$ cat config.mk
export PLATFORM = sky130hd
export DESIGN_NAME = wallace_seq_mult_ctrl
export DESIGN_NICKNAME = d
export VERILOG_FILES = /design/src/rtl/wallace_seq_mult_ctrl.sv
export SDC_FILE = /design/constraint.sdc
export NUM_CORES = 1
export LEC_CHECK = 0
export ABC_AREA = 0
export BUFFER_PORTS_ARGS = -buffer_cell sky130_fd_sc_hd__buf_2
export CORE_ASPECT_RATIO = 1.2
export CORE_MARGIN = 8
export CORE_UTILIZATION = 36
export CTS_CLUSTER_DIAMETER = 200
export DETAILED_ROUTE_END_ITERATION = 6
export PLACE_DENSITY = 0.54
export RECOVER_POWER = 50
export SLEW_MARGIN = 20
export SYNTH_ARGS = -nofsm -noshare
export SYNTH_HDL_FRONTEND = slang
export SYNTH_SLANG_ARGS = --single-unit
$ cat constraint.sdc
create_clock -name clk -period 4.9 [get_ports clk]
set_clock_uncertainty 0.05 [all_clocks]
set_input_delay 0.245 -clock clk [delete_from_list [all_inputs] [get_ports clk]]
set_output_delay 0.245 -clock clk [all_outputs]
set_load 0.02 [all_outputs]
$ cat src/rtl/wallace_seq_mult_ctrl.sv
// ---------------------------------------------------------------------------
// wallace_seq_mult_ctrl
//
// Multi-cycle WIDTH x WIDTH unsigned multiplier that reuses a single 3x3
// Wallace-tree core. Both operands are cut into D = WIDTH/3 three-bit digits.
// One digit pair is multiplied per cycle, and each 6-bit partial product is
// shifted into place and accumulated. The 2*WIDTH-bit product is then offered
// on a valid/ready handshake.
//
// Ports
//   clk        in   1        rising-edge clock
//   rst_n      in   1        asynchronous active-low reset
//   in_valid   in   1        operands present on in1/in2
//   in_ready   out  1        controller can accept operands (IDLE)
//   in1        in   WIDTH    multiplicand, unsigned
//   in2        in   WIDTH    multiplier, unsigned
//   out_valid  out  1        product valid on out (DONE)
//   out_ready  in   1        consumer accepts product
//   out        out  2*WIDTH  product in1*in2
//   busy       out  1        high in MUL or DONE
//
// The file also holds the exact 3x3 core, wallace_three_bit_multiplier.
// An approximate core with the same ports can replace it.
// ---------------------------------------------------------------------------

// ---------------------------------------------------------------------------
// wallace_three_bit_multiplier
//
// Exact 3x3 unsigned multiplier. A single Wallace reduction layer is followed
// by a carry-propagate adder.
//
// Ports
//   a  in   3  multiplicand digit
//   b  in   3  multiplier digit
//   p  out  6  product a*b
// ---------------------------------------------------------------------------
module wallace_three_bit_multiplier (
  input  logic [2:0] a,
  input  logic [2:0] b,
  output logic [5:0] p
);

  // Partial-product bit pp_ij is a[j] & b[i]. It has weight i+j.
  logic pp00_s, pp01_s, pp02_s;
  logic pp10_s, pp11_s, pp12_s;
  logic pp20_s, pp21_s, pp22_s;

  // Signals produced by the reduction layer.
  logic s1_s, c2_s;       // half adder at weight 1
  logic s2_s, c3_s;       // full adder at weight 2
  logic s3_s, c4_s;       // half adder at weight 3
  logic [5:0] row_sum_s;  // sum bits, aligned
  logic [5:0] row_car_s;  // carry bits, aligned

  // Form the AND-array of partial-product bits.
  always_comb begin
    pp00_s = a[0] & b[0];
    pp01_s = a[1] & b[0];
    pp02_s = a[2] & b[0];
    pp10_s = a[0] & b[1];
    pp11_s = a[1] & b[1];
    pp12_s = a[2] & b[1];
    pp20_s = a[0] & b[2];
    pp21_s = a[1] & b[2];
    pp22_s = a[2] & b[2];
  end

  // Reduce the three-high column and the two-high columns to two rows,
  // then add the two rows in a final carry-propagate adder.
  always_comb begin
    s1_s = pp01_s ^ pp10_s;
    c2_s = pp01_s & pp10_s;
    s2_s = pp02_s ^ pp11_s ^ pp20_s;
    c3_s = (pp02_s & pp11_s) | (pp02_s & pp20_s) | (pp11_s & pp20_s);
    s3_s = pp12_s ^ pp21_s;
    c4_s = pp12_s & pp21_s;
    row_sum_s = {1'b0, pp22_s, s3_s, s2_s, s1_s, pp00_s};
    row_car_s = {1'b0, c4_s, c3_s, c2_s, 1'b0, 1'b0};
    p = row_sum_s + row_car_s;
  end

endmodule

// ---------------------------------------------------------------------------
// wallace_seq_mult_ctrl: sequential controller around the shared core.
// ---------------------------------------------------------------------------
module wallace_seq_mult_ctrl #(
  parameter int WIDTH = 6
) (
  input  logic               clk,
  input  logic               rst_n,
  input  logic               in_valid,
  output logic               in_ready,
  input  logic [WIDTH-1:0]   in1,
  input  logic [WIDTH-1:0]   in2,
  output logic               out_valid,
  input  logic               out_ready,
  output logic [2*WIDTH-1:0] out,
  output logic               busy
);

  localparam int D  = WIDTH / 3;                      // digit count
  localparam int PW = 2 * WIDTH;                      // product width
  localparam int CW = (D > 1) ? $clog2(D) : 1;        // digit counter width
  localparam int DP = 2 ** CW;                        // padded digit table size
  localparam int SW = $clog2(PW) + 1;                 // shift amount width
  localparam logic [CW-1:0] LAST_DIG = CW'(D - 1);

  // The digit slicing below assumes the operands split exactly into 3-bit
  // digits.
  if ((WIDTH % 3 != 0) || (WIDTH < 3)) begin : g_bad_width
    $error("wallace_seq_mult_ctrl: WIDTH must be a multiple of 3 and >= 3");
  end

  typedef enum logic [1:0] {
    ST_IDLE = 2'd0,
    ST_MUL  = 2'd1,
    ST_DONE = 2'd2
  } state_t;

  state_t          state_q, state_d;
  logic [WIDTH-1:0] a_q, a_d;
  logic [WIDTH-1:0] b_q, b_d;
  logic [PW-1:0]    acc_q, acc_d;
  logic [CW-1:0]    i_q, i_d;
  logic [CW-1:0]    j_q, j_d;
  logic [PW-1:0]    out_q, out_d;
  logic             out_valid_q, out_valid_d;
  logic             in_ready_q, in_ready_d;
  logic             busy_q, busy_d;

  logic [2:0]       a_digs_s [DP];
  logic [2:0]       b_digs_s [DP];
  logic [2:0]       core_a_s;
  logic [2:0]       core_b_s;
  logic [5:0]       core_p_s;
  logic [SW-1:0]    shamt_s;
  logic [PW-1:0]    addend_s;
  logic [PW-1:0]    acc_sum_s;
  logic             last_pair_s;

  // The digit tables are padded to a power of two. The counters therefore
  // index them directly, and any unused slot reads as zero.
  for (genvar k = 0; k < DP; k++) begin : g_dig
    if (k < D) begin : g_real
      assign a_digs_s[k] = a_q[3*k +: 3];
      assign b_digs_s[k] = b_q[3*k +: 3];
    end else begin : g_pad
      assign a_digs_s[k] = 3'b000;
      assign b_digs_s[k] = 3'b000;
    end
  end

  // Drive the core only while multiplying, and hold its inputs at zero
  // otherwise.
  always_comb begin
    if (state_q == ST_MUL) begin
      core_a_s = a_digs_s[i_q];
      core_b_s = b_digs_s[j_q];
    end else begin
      core_a_s = 3'b000;
      core_b_s = 3'b000;
    end
  end

  wallace_three_bit_multiplier u_core (
    .a (core_a_s),
    .b (core_b_s),
    .p (core_p_s)
  );

  // Weight the partial product by 8^(i+j) and add it to the running sum.
  // The accumulator is the full product width, so the sum cannot overflow.
  always_comb begin
    shamt_s     = SW'(3) * (SW'(i_q) + SW'(j_q));
    addend_s    = PW'(core_p_s) << shamt_s;
    acc_sum_s   = acc_q + addend_s;
    last_pair_s = (i_q == LAST_DIG) && (j_q == LAST_DIG);
  end

  // Next-state and next-output logic: everything holds unless a
  // transition changes it.
  always_comb begin
    state_d     = state_q;
    a_d         = a_q;
    b_d         = b_q;
    acc_d       = acc_q;
    i_d         = i_q;
    j_d         = j_q;
    out_d       = out_q;
    out_valid_d = out_valid_q;
    in_ready_d  = in_ready_q;
    busy_d      = busy_q;
    case (state_q)
      ST_IDLE: begin
        if (in_valid) begin
          a_d        = in1;
          b_d        = in2;
          acc_d      = '0;
          i_d        = '0;
          j_d        = '0;
          state_d    = ST_MUL;
          in_ready_d = 1'b0;
          busy_d     = 1'b1;
        end else begin
          state_d    = ST_IDLE;
        end
      end
      ST_MUL: begin
        acc_d = acc_sum_s;
        if (last_pair_s) begin
          // This edge completes the final digit pair, so the sum is the
          // product.
          out_d       = acc_sum_s;
          out_valid_d = 1'b1;
          i_d         = '0;
          j_d         = '0;
          state_d     = ST_DONE;
        end else if (j_q == LAST_DIG) begin
          j_d = '0;
          i_d = i_q + CW'(1);
        end else begin
          j_d = j_q + CW'(1);
        end
      end
      ST_DONE: begin
        if (out_ready) begin
          out_valid_d = 1'b0;
          in_ready_d  = 1'b1;
          busy_d      = 1'b0;
          state_d     = ST_IDLE;
        end else begin
          state_d     = ST_DONE;
        end
      end
      default: begin
        state_d     = ST_IDLE;
        out_valid_d = 1'b0;
        in_ready_d  = 1'b1;
        busy_d      = 1'b0;
      end
    endcase
  end

  // State and datapath registers. Reset discards any operation in flight.
  always_ff @(posedge clk or negedge rst_n) begin
    if (!rst_n) begin
      state_q     <= ST_IDLE;
      a_q         <= '0;
      b_q         <= '0;
      acc_q       <= '0;
      i_q         <= '0;
      j_q         <= '0;
      out_q       <= '0;
      out_valid_q <= 1'b0;
      in_ready_q  <= 1'b1;
      busy_q      <= 1'b0;
    end else begin
      state_q     <= state_d;
      a_q         <= a_d;
      b_q         <= b_d;
      acc_q       <= acc_d;
      i_q         <= i_d;
      j_q         <= j_d;
      out_q       <= out_d;
      out_valid_q <= out_valid_d;
      in_ready_q  <= in_ready_d;
      busy_q      <= busy_d;
    end
  end

  assign in_ready  = in_ready_q;
  assign out_valid = out_valid_q;
  assign out       = out_q;
  assign busy      = busy_q;

endmodule

==> summary.md, run 1 <==
| Metric | Value |
|---|---|
| Num rows | `35` |
| Rel. slew slack | `-0.5813` |
| Max-slew violations | `44` |
| Crit path DAT | `4730 ps` |
| Synth top area share | `0.3792` |
| Initial cell density of the core | `0.3658` |
| Critical path type | `register to register` |
| Worst Setup Start Kind | `register` |
| Ranking of synthesized cells by area | `dfrtp_1 (38%), ha_1 (8.6%), mux2_2 (7.3%)` |
| Layout Nets | `368` |
| Final min period | `4633 ps` |
| Drt pass-1 iters | `6` |
| Total GRT Usage | `0.1225` |
| Core area | `0.007576 mm^2` |
| Failing checks | `capacitance limit, slew limit` |
| Worst Hold End | `a_q[2]$_DFFE_PN0P_` |
| Synth top cells by count | `dfrtp_1 (42), nand2_1 (39), nor2_1 (25)` |
| Ys flop type | `dfrtp_1` |
| PortBufs | `30` |
| Clock tree buffer depth | `2` |
| Maxcap violations | `1` |
| CTS HTree Levels | `2` |
| Worst-Margin Slew | `2372 ps` |
| I/O pins | `31` |
| Fin. Hold Viols | `0` |
| Num CTS Buffers | `5` |
| Crit. End Element | `register` |
| Syn_nets | `328` |
| Final routed DRC violation total | `0` |
| Initial DRC Count | `60` |
| Setup TNS | `0 ps` |
| Die X | `96.10 um` |
| Final setup fails | `0` |
| Diodes inserted | `0` |
| Max FO, Critical Path | `5` |
| Pre-CTS WS | `122.6 ps` |
| Register area share after synthesis | `0.3887` |
| HP Start | `in1[2]` |
| Die area | `0.01077 mm^2` |
| Area leader, netlist | `dfrtp_1` |
| Fill cells | `764` |
| Peak supply drop | `0.2840 mV` |
| Power density over cell area | `798.5 mW/mm^2` |
| FF-to-FF Start | `i_q$_DFFE_PN0P_` |
| Initial antenna violation count | `0` |
| Worst Reg-to-Reg Cells | `20` |
| Post-route ant nets | `0` |
| Post-synthesis cell count | `290` |
| Asr flop ratio synth | `1.000` |
| DIE HEIGHT | `112.1 um` |
| TritonCTS clock tree | `yes` |
| Distinct cells, synth | `49` |
| CTS clk-pin slew, worst paths | `80 ps` |
| Clock Sinks | `43` |
| R2R Path End | `out[9]$_DFFE_PN0P_` |
| Post-synthesis register bit count | `43` |
| Vias in the first global route | `2291` |
| Most numerous cell in the Yosys netlist | `dfrtp_1` |
| EDFF count, synth | `0` |
| Share of cells above drive strength 1 | `0.2689` |
| Area growth syn-to-layout | `17.07%` |
| Leak | `0.001503 uW` |
| Clock Latency Late Sink | `300 ps` |
| Tcrit/Tclk final | `0.9454` |
| Status | `finished, violations left` |
| GRT overflow | `0` |
| DR vias | `2210` |
| Final WL | `6247 um` |
| DP Wirelength | `4546 um` |
| Gp weighted congestion | `0.7977` |
| Worst Path Required | `5000 ps` |
| DR vias/cell | `5.225` |
| FF-to-FF setup slack | `270 ps` |
| Max Clock Freq | `215.9 MHz` |
| Hold Crit Class | `primary input to register` |
| Final setup margin | `267.5 ps` |
| Yosys warns | `0` |
| Hold path depth | `2` |
| Cell area after synthesis | `0.002771 mm^2` |
| Drt wl/cell | `14.77 um` |
| First-pass GRT wire length | `10730 um` |
| Syn Area/Cell | `9.557 um^2` |
| Clock Tree Root | `clkbuf_8` |
| Pin count of the biggest net entering global routing | `44` |
## through the flow
| stage | std cells | util | power [uW] | hold slack (ps) | area, um^2 |
|---|---|---|---|---|---|
| after floorplan | 290 | - | 1828 | -100.6 | 2771 |
| after global placement | 412 | 0.4088 | 2288 | 407.3 | 3097 |
| after detailed placement | 412 | 0.4088 | 2313 | 415.5 | 3097 |
| after CTS | 420 | 0.4208 | 2566 | 96.61 | 3188 |
| after global routing | 423 | 0.4282 | 2857 | 116.6 | 3244 |
| final | 423 | 0.4282 | 2591 | 123.2 | 3244 |
## worst max path at each step
stage,startpoint,end,cells after the start
floorplan,state_q[1]$_DFFE_PN0N_,acc_q[11]$_DFFE_PN0P_,21
CTS,i_q$_DFFE_PN0P_,acc_q[11]$_DFFE_PN0P_,18
global route,i_q$_DFFE_PN0P_,out[9]$_DFFE_PN0P_,20
global placement,i_q$_DFFE_PN0P_,out[9]$_DFFE_PN0P_,19
detailed placement,i_q$_DFFE_PN0P_,acc_q[11]$_DFFE_PN0P_,18
finish,i_q$_DFFE_PN0P_,out[9]$_DFFE_PN0P_,20
## report_power, final
| part | internal [uW] | switching (uW) | leakage, uW |
|---|---|---|---|
| Sequential | 521 | 99.2 | 0.000531 |
| Combinational | 771 | 962 | 0.000923 |
| Clock | 114 | 124 | 0.0000482 |
| Total | 1410 | 1180 | 0.00150 |
## per-layer routing
metal	global-route usage	part of all wire	vias to the layer above
met4	0.03803	0.021	0
met5	0	0	-
met2	0.2112	0.52	35
met1	0.1461	0.43	1049
met3	0.02403	0.035	10
li1	-	-	1116
## area by class of cell
| class | count | area [um^2] | share of cell area |
|---|---|---|---|
| inverter | 6 | 22.52 | 0.006942 |
| timing repair buffer | 50 | 290.3 | 0.08947 |
| multi-input combinational | 224 | 1645 | 0.5071 |
| clock buffer | 7 | 86.33 | 0.02661 |
| sequential | 43 | 1080 | 0.3328 |
| clock inverter | 1 | 5.005 | 0.001543 |
| tap | 92 | 115.1 | 0.03548 |
## state kept, by name (all words and copies together), names as in the netlist
signal,cells
state_q,2
in_ready,1
out,12
b_q,6
out_valid,1
i_q,1
a_q,6
j_q,1
busy,1
acc_q,12
## kinds of logic after synthesis
| family | share of synthesized area |
|---|---|
| AND/OR/NAND/NOR | 0.1508 |
| buffers and inverters | 0.03341 |
| AO/OA/AOI/OAI | 0.1810 |
| flip-flops | 0.3887 |
| adder cells (fa/ha/maj) | 0.1075 |
| multiplexers | 0.1038 |
| XOR/XNOR | 0.03477 |
## critical path, cell delays in order, from the launching register on
cell	delay, ps
dfrtp_2	450
mux2_2	240
nand2_1	70
nor3_2	230
fa_1	420
ha_1	210
fa_1	410
xnor2_2	160
and2_4	170
or2_2	280
mux2i_2	160
nor2_1	70
a211oi_2	220
ha_2	310
nand2_1	80
o21ai_0	110
buf_4	160
a31o_2	230
a21oi_1	170
xor2_1	180
o21ai_0	90
## cell usage in the layout, fill, tap and decap left out, types with 9 or more instances in the layout
master,Yosys,routed
a21oi_1,15,14
buf_2,4,23
buf_4,0,18
clkbuf_1,9,9
dfrtp_1,42,40
ha_1,19,18
mux2_2,18,18
nand2_1,39,39
nor2_1,25,24
o21ai_0,20,20
o22ai_1,11,11
xor2_1,9,9
## repair_timing
action                                  CTS  global route
gates resized for setup                   0            10
buffers inserted                          0             2
hold buffers                              0             1
hold endpoints to repair                  0            42
endpoints found under the setup margin    0             8
(Power assumes the default switching activity.)
==> run 2, diff against run 1 <==
Settings changed: CORE_UTILIZATION 36 to 53, PLACE_DENSITY 0.54 to 0.75.
==> run 2 against run 1 <==
Against the previous run: largest cell class unchanged; via count is 0.54% lower; wire length is 4.8% lower; clock-buffer cell count is 2 lower; global-route usage is 4.2 points higher; register-to-register slack hardly changed; largest power group unchanged; clock power is 8% lower; sequential share of layout area is 0.83 points higher; setup slack better by 3.3 ps; the run still ends with capacitance limit, slew limit left; non-clock buffer count is 6 lower; final area is 2.4% lower; sequential power hardly changed; critical path depth is 2 lower; critical path type unchanged.
==> summary.md, run 2 (same netlist as run 1, synthesis figures left out) <==
| Metric | Value |
|---|---|
| Fin. Hold Viols | `0 (unchanged)` |
| Leak | `0.001471 uW (was 0.001503 uW)` |
| Worst-Margin Slew | `2257 ps (was 2372 ps)` |
| DR vias | `2198 (was 2210)` |
| Max FO, Critical Path | `4 (was 5)` |
| Sequential share of power | `0.240 (was 0.239)` |
| Maxcap violations | `1 (unchanged)` |
| Initial DRC Count | `107 (was 60)` |
| Total GRT Usage | `0.1647 (was 0.1225)` |
| Pin count of the biggest net entering global routing | `44 (unchanged)` |
| Power density over cell area | `817.3 mW/mm^2 (was 798.5 mW/mm^2)` |
| DP Wirelength | `4378 um (was 4546 um)` |
| Min Hold Slack | `127.5 ps (was 123.2 ps)` |
| Post-route ant nets | `0 (unchanged)` |
| Final setup fails | `0 (unchanged)` |
| CTS HTree Levels | `2 (unchanged)` |
| Final min period | `4629 ps (was 4633 ps)` |
| Hold Buf Count CTS | `0 (unchanged)` |
| Final setup margin | `270.8 ps (was 267.5 ps)` |
| Layout Nets | `362 (was 368)` |
| Crit path DAT | `4720 ps (was 4730 ps)` |
| Area after DPL | `0.003014 mm^2 (was 0.003097 mm^2)` |
| Leading cell type in the layout, fill and taps excluded | `dfrtp_1 (unchanged)` |
| TritonCTS clock tree | `yes (unchanged)` |
| GRT overflow | `0 (unchanged)` |
| Max-slew violations | `44 (unchanged)` |
| Hold Crit Class | `primary input to register (unchanged)` |
| CTS clk-pin slew, worst paths | `80 ps (about the same)` |
| Drt wl/cell | `15.37 um (was 14.77 um)` |
| Power share of the clock group | `0.085 (was 0.092)` |
| DIE HEIGHT | `95.22 um (was 112.1 um)` |
| Final WL | `5950 um (was 6247 um)` |
| Clock tree buffer depth | `2 (unchanged)` |
| Critical path type | `register to register (unchanged)` |
| Core area | `0.005152 mm^2 (was 0.007576 mm^2)` |
| Clock Tree Root | `clkbuf_8 (unchanged)` |
| Tcrit/Tclk final | `0.9447 (was 0.9454)` |
| Num rows | `29 (was 35)` |
| Vias in the first global route | `2251 (was 2291)` |
| Max Clock Freq | `216.0 MHz (was 215.9 MHz)` |
| Crit. End Element | `register (unchanged)` |
| Failing checks | `capacitance limit, slew limit (unchanged)` |
| Pint | `1381 uW (was 1406 uW)` |
| Pre-CTS WS | `-4.891 ps (was 122.6 ps)` |
| Die area | `0.007809 mm^2 (was 0.01077 mm^2)` |
| R2R Path End | `acc_q[10]$_DFFE_PN0P_ (was out[9]$_DFFE_PN0P_)` |
| FF-to-FF Start | `j_q$_DFFE_PN0P_ (was i_q$_DFFE_PN0P_)` |
| Final routed DRC violation total | `0 (unchanged)` |
| Clock Sinks | `43 (unchanged)` |
| Die X | `82.01 um (was 96.10 um)` |
| Final Util | `0.6144 (was 0.4282)` |
| FF-to-FF setup slack | `270 ps (about the same)` |
| Area growth syn-to-layout | `14.22% (was 17.07%)` |
| Initial cell density of the core | `0.5379 (was 0.3658)` |
| Pwr Total | `2587 uW (was 2591 uW)` |
| CP endpoint | `acc_q[10]$_DFFE_PN0P_ (was out[9]$_DFFE_PN0P_)` |
| Status | `finished, violations left (unchanged)` |
| Drt pass-1 iters | `4 (was 6)` |
| Peak supply drop | `0.4123 mV (was 0.2840 mV)` |
| Crit path from | `j_q$_DFFE_PN0P_ (was i_q$_DFFE_PN0P_)` |
| Net Sw Frac | `0.4664 (was 0.4573)` |
| DR vias/cell | `5.680 (was 5.225)` |
| Diodes inserted | `0 (unchanged)` |
| Share of cells above drive strength 1 | `0.2708 (was 0.2689)` |
| Initial antenna violation count | `0 (unchanged)` |
| Worst Setup Start Kind | `register (unchanged)` |
| Rel. slew slack | `-0.5050 (was -0.5813)` |
| PortBufs | `30 (unchanged)` |
| Clock Latency Late Sink | `300 ps (about the same)` |
| Gate power share | `0.676 (was 0.669)` |
| Worst Reg-to-Reg Cells | `18 (was 20)` |
| P_sw | `1207 uW (was 1185 uW)` |
| Num CTS Buffers | `5 (unchanged)` |
| I/O pins | `31 (unchanged)` |
| Gp weighted congestion | `0.8934 (was 0.7977)` |
| First-pass GRT wire length | `10230 um (was 10730 um)` |
| Post-layout instance area | `0.003166 mm^2 (was 0.003244 mm^2)` |
| Worst Path Required | `4990 ps (was 5000 ps)` |
| Commonest non-fill, non-tap cells in the layout | `dfrtp_1 (40), nand2_1 (39), nor2_1 (24) (unchanged)` |
-- run 2: cell types whose count changed in the layout (fill, tap and decap cells not counted), sizes merged --
cell and change:
dlygate4sd3 -1, clkinv +2, buf -5, clkbuf -2
-- run 2: layout make-up --
class | count | area (um^2)
clock buffers | 5 | 68.82
clock inverters | 3 | 15.01
fillers | 441 | 1987
inverters | 6 | 22.52
multi-input cells | 224 | 1657
flip-flops and latches | 43 | 1080
well taps | 62 | 77.57
repair buffers | 44 | 245.2
-- run 2: routing by layer --
layer / wire length (um) / GRT usage / up-vias
met1: 2468 / 0.1839 / 1036
met2: 3096 / 0.2986 / 45
met4: 124 / 0.05425 / 0
li1: - / - / 1105
met5: 0 / 0 / -
met3: 261 / 0.03585 / 12
-- run 2: worst min-delay path by stage --
stage          startpoint              endpoint  slack (ps)  depth (start not counted)
2_1_floorplan       rst_n    a_q[0]$_DFFE_PN0P_        -100                          0
3_3_place_gp        rst_n  acc_q[2]$_DFFE_PN0P_         390                          1
3_5_place_dp        rst_n    out[2]$_DFFE_PN0P_         400                          1
4_1_cts             rst_n    out[1]$_DFFE_PN0P_          70                          1
5_1_grt            in2[5]    b_q[5]$_DFFE_PN0P_         120                          2
6_report           in1[1]    a_q[1]$_DFFE_PN0P_         130                          2
-- run 2: worst max-delay path, stage by stage (launching register included) --
cell and delay, ps:
dfrtp_2 450, mux2_2 350, nand2_1 110, nor2_1 70, fa_1 460, ha_1 220, fa_2 570, mux2i_2 90
nand2_1 160, o21ai_0 140, nor3_1 210, ha_1 280, buf_4 150, o21ai_0 130, nor2_1 80, o41a_1 380
o41ai_2 240, xor2_1 210, o22ai_1 100
-- run 2: power groups by stage --
stage	clock, uW	sequential (uW)	combinational, uW
global route	243	644	1930
detailed placement	0	626	1610
CTS	226	621	1620
floorplan	0	663	1160
global placement	0	617	1560
finish	219	620	1750
-- run 2: what timing repair did --
action / CTS / global route
pin swaps: 0 / 6
setup buffers: 0 / 3
resized for setup: 2 / 13
setup endpoints to repair: 1 / 8
-- run 2: through the flow --
stage | TNS, ps | cells
5_1_grt | -76.65 | 387
6_report | 0 | 387
3_3_place_gp | 0 | 376
4_1_cts | 0 | 384
2_1_floorplan | 0 | 290
3_5_place_dp | -6.691 | 376
==> run 3, diff against run 2 <==
Settings changed: ABC_AREA 0 to 1, CORE_ASPECT_RATIO 1.2 to 0.6, HOLD_SLACK_MARGIN set to 0.15.
==> run 3 against run 2 <==
Against the previous run: the flow still finishes with violations (capacitance limit, slew limit); combinational power fell by 22%; area after synthesis fell by 1.5%; clock-buffer cell count rose by 1; non-clock buffer count fell by 1; largest cell class unchanged; first-iteration DRC count rose by 130%; final cell count rose by 21%; clock power rose by 12%; sequential power rose by 0.6%.
==> summary.md, run 3 <==
| Metric | Value |
|---|---|
| Status | `finished, violations left (unchanged)` |
| Failing checks | `capacitance limit, slew limit (unchanged)` |
| Ys flop type | `dfrtp_1 (unchanged)` |
| CTS HTree Levels | `2 (unchanged)` |
| Worst-Margin Slew | `2298 ps (was 2257 ps)` |
| I/O pins | `31 (unchanged)` |
| DR vias | `2527 (was 2198)` |
| Max-slew violations | `44 (unchanged)` |
| Diodes inserted | `0 (unchanged)` |
| Resize count post-CTS | `0 (was 2)` |
| First-pass GRT wire length | `11240 um (was 10230 um)` |
| CP dominant cell by count | `nor2_1` |
| Slowest cell on crit path | `fa_1 (was fa_2)` |
| Cell area after synthesis | `0.002730 mm^2 (was 0.002771 mm^2)` |
| Asr flop ratio synth | `1.000 (unchanged)` |
| Peak supply drop | `0.3785 mV (was 0.4123 mV)` |
| Critical path, cell by cell | `inv_2, nand2_4, nor2_1, o21ai_0, nor2_1, fa_1, ha_1, fa_1, xnor2_1, nand2_1, nand2_1, nand2_1, o21ai_0, o22ai_1, ha_1, a21o_1, a31oi_1, nor2_1, nor2_1, xor2_1, o21ai_0 (was mux2_2, nand2_1, nor2_1, fa_1, ha_1, fa_2, mux2i_2, nand2_1, o21ai_0, nor3_1, ha_1, buf_4, o21ai_0, nor2_1, o41a_1, o41ai_2, xor2_1, o22ai_1)` |
| Hold Crit Class | `primary input to register (unchanged)` |
| Syn_nets | `396 (was 328)` |
| Clock Tree Root | `clkbuf_8 (unchanged)` |
| Syn Area/Cell | `7.626 um^2 (was 9.557 um^2)` |
| Clock Sinks | `43 (unchanged)` |
| DR vias/cell | `5.411 (was 5.680)` |
| Distinct cells, synth | `35 (was 49)` |
| Area leader, netlist | `dfrtp_1 (unchanged)` |
| Leading cell type in the layout, fill and taps excluded | `nand2_1 (was dfrtp_1)` |
| Fin. Hold Viols | `0 (unchanged)` |
| Final min period | `4432 ps (was 4629 ps)` |
| Metal1 wirelength | `3506 um (was 2468 um)` |
| Initial DRC Count | `244 (was 107)` |
| Ranking of synthesized cells by area | `dfrtp_1 (38%), nand2_1 (16%), ha_1 (8.7%) (was dfrtp_1 (38%), ha_1 (8.6%), mux2_2 (7.3%))` |
| Drt pass-1 iters | `5 (was 4)` |
| Die area | `0.007779 mm^2 (was 0.007809 mm^2)` |
| CP peak stage delay | `450 ps (was 570 ps)` |
| Synth top cells by count | `nand2_1 (115), dfrtp_1 (42), nor2_1 (36) (was dfrtp_1 (42), nand2_1 (39), nor2_1 (25))` |
| Yosys warns | `0 (unchanged)` |
| Core area | `0.005005 mm^2 (was 0.005152 mm^2)` |
| Critical path type | `register to register (unchanged)` |
| Final WL | `6589 um (was 5950 um)` |
| Worst Path Required | `5010 ps (was 4990 ps)` |
| DP Wirelength | `4969 um (was 4378 um)` |
| PortBufs | `30 (unchanged)` |
| Post-synthesis register bit count | `43 (unchanged)` |
| Num CTS Buffers | `5 (unchanged)` |
| Final Util | `0.6238 (was 0.6144)` |
| Register area share after synthesis | `0.3946 (was 0.3887)` |
| Commonest non-fill, non-tap cells in the layout | `nand2_1 (115), dfrtp_1 (42), nor2_1 (36) (was dfrtp_1 (40), nand2_1 (39), nor2_1 (24))` |
| Met3 WL post-DR | `453 um (was 261 um)` |
| EDFF count, synth | `0 (unchanged)` |
| Crit path DAT | `4540 ps (was 4720 ps)` |
| Max FO, Critical Path | `15 (was 4)` |
| DIE HEIGHT | `71.60 um (was 95.22 um)` |
| Gp weighted congestion | `0.9450 (was 0.8934)` |
| Post-route ant nets | `0 (unchanged)` |
| Clock tree buffer depth | `2 (unchanged)` |
| Die X | `108.7 um (was 82.01 um)` |
| Leak | `0.001621 uW (was 0.001471 uW)` |
| CTS clk-pin slew, worst paths | `90 ps (was 80 ps)` |
| Most numerous cell in the Yosys netlist | `nand2_1 (was dfrtp_1)` |
| Initial cell density of the core | `0.5455 (was 0.5379)` |
| RSZ-0062 raised after global routing | `no` |
| Vias in the first global route | `2329 (was 2251)` |
| Total GRT Usage | `0.1797 (was 0.1647)` |
| Maxcap violations | `1 (unchanged)` |
| Max Clock Freq | `225.6 MHz (was 216.0 MHz)` |
| Power density over cell area | `717.0 mW/mm^2 (was 817.3 mW/mm^2)` |
| Drt wl/cell | `14.11 um (was 15.37 um)` |
| Initial antenna violation count | `0 (unchanged)` |
| Final routed DRC violation total | `0 (unchanged)` |
| Share of cells above drive strength 1 | `0.09476 (was 0.2708)` |
| FF-to-FF setup slack | `470 ps (was 270 ps)` |
| TritonCTS clock tree | `yes (unchanged)` |
| Worst Setup Start Kind | `register (unchanged)` |
| Setup TNS | `0 ps (unchanged)` |
| Post-synthesis cell count | `358 (was 290)` |
| Rel. slew slack | `-0.5320 (was -0.5050)` |
| Layout Nets | `438 (was 362)` |
| Min Hold Slack | `239.3 ps (was 127.5 ps)` |
| Area after DPL | `0.002913 mm^2 (was 0.003014 mm^2)` |
| Tcrit/Tclk final | `0.9046 (was 0.9447)` |
| Clock Latency Late Sink | `300 ps (about the same)` |
| Metal2 WL | `2564 um (was 3096 um)` |
| Post-layout instance area | `0.003122 mm^2 (was 0.003166 mm^2)` |
| Num rows | `20 (was 29)` |
| Area growth syn-to-layout | `14.34% (was 14.22%)` |
| Pre-CTS WS | `538.2 ps (was -4.891 ps)` |
| Pin count of the biggest net entering global routing | `44 (unchanged)` |
| Synth top area share | `0.3850 (was 0.3792)` |
| Top layer in use | `met4 (unchanged)` |
| Crit. End Element | `register (unchanged)` |
| Final setup margin | `467.6 ps (was 270.8 ps)` |
| GRT overflow | `0 (unchanged)` |
| Final setup fails | `0 (unchanged)` |
[run 3: layout make-up]
type                    count  area [um^2]
fillers                   462         1883
multi-input cells         278         1491
clock buffers               6        82.58
inverters                  29        111.4
clock inverters             2        16.27
repair buffers             43        260.3
well taps                  66        82.58
flip-flops and latches     43         1077
[run 3: path summary, 6_finish.rpt]
check,startpoint,to,cells past startpoint
min in group asynchronous,rst_n,state_q[1]$_DFFE_PN0N_,2
min,out_ready,out_valid$_DFFE_PN0P_,4
max reg2reg,state_q[1]$_DFFE_PN0N_,out[8]$_DFFE_PN0P_,21
max,state_q[1]$_DFFE_PN0N_,out[8]$_DFFE_PN0P_,21
min reg2reg,out[8]$_DFFE_PN0P_,out[8]$_DFFE_PN0P_,2
max in group asynchronous,rst_n,out[8]$_DFFE_PN0P_,2
[run 3: where the power goes]
group / switching [uW] / total [uW] / leakage [uW] / internal [uW]
Combinational: 927 / 1370 / 0.00103 / 441
Sequential: 105 / 624 / 0.000544 / 519
Clock: 131 / 246 / 0.0000474 / 115
[run 3: per-stage QoR]
stage	cells	total power, uW
2_1_floorplan	358	1675
3_3_place_gp	446	1950
3_5_place_dp	446	1980
4_1_cts	467	2237
5_1_grt	467	2455
6_report	467	2238
[run 3: kinds of logic (layout without fill, tap and decap cells)]
group | count (synthesis) | count (layout) | share of synthesized area
xor+xnor | 7 | 7 | 0.02246
flops | 43 | 43 | 0.3946
simple gates | 192 | 192 | 0.2993
compound gates | 57 | 57 | 0.1155
fa+ha+maj | 22 | 22 | 0.1091
buf+inv | 37 | 80 | 0.05912
[run 3: repair_timing]
action	in CTS	in global routing
buffers inserted	0	0
hold buffers	13	0
endpoints found under the hold margin	54	0
[run 3: critical path: cells and delay by family (launching register included)]
family          cells  cell delay (ps)
buf+inv             1               90
fa+ha+maj           4             1420
xor+xnor            2              400
compound gates      6              970
flops               1              400
simple gates        8              950
[run 3: routing by layer]
metal / up-vias / GRT usage
met5: - / 0
met4: 0 / 0.04072
met2: 91 / 0.2345
li1: 1261 / -
met1: 1166 / 0.2797
met3: 9 / 0.04745
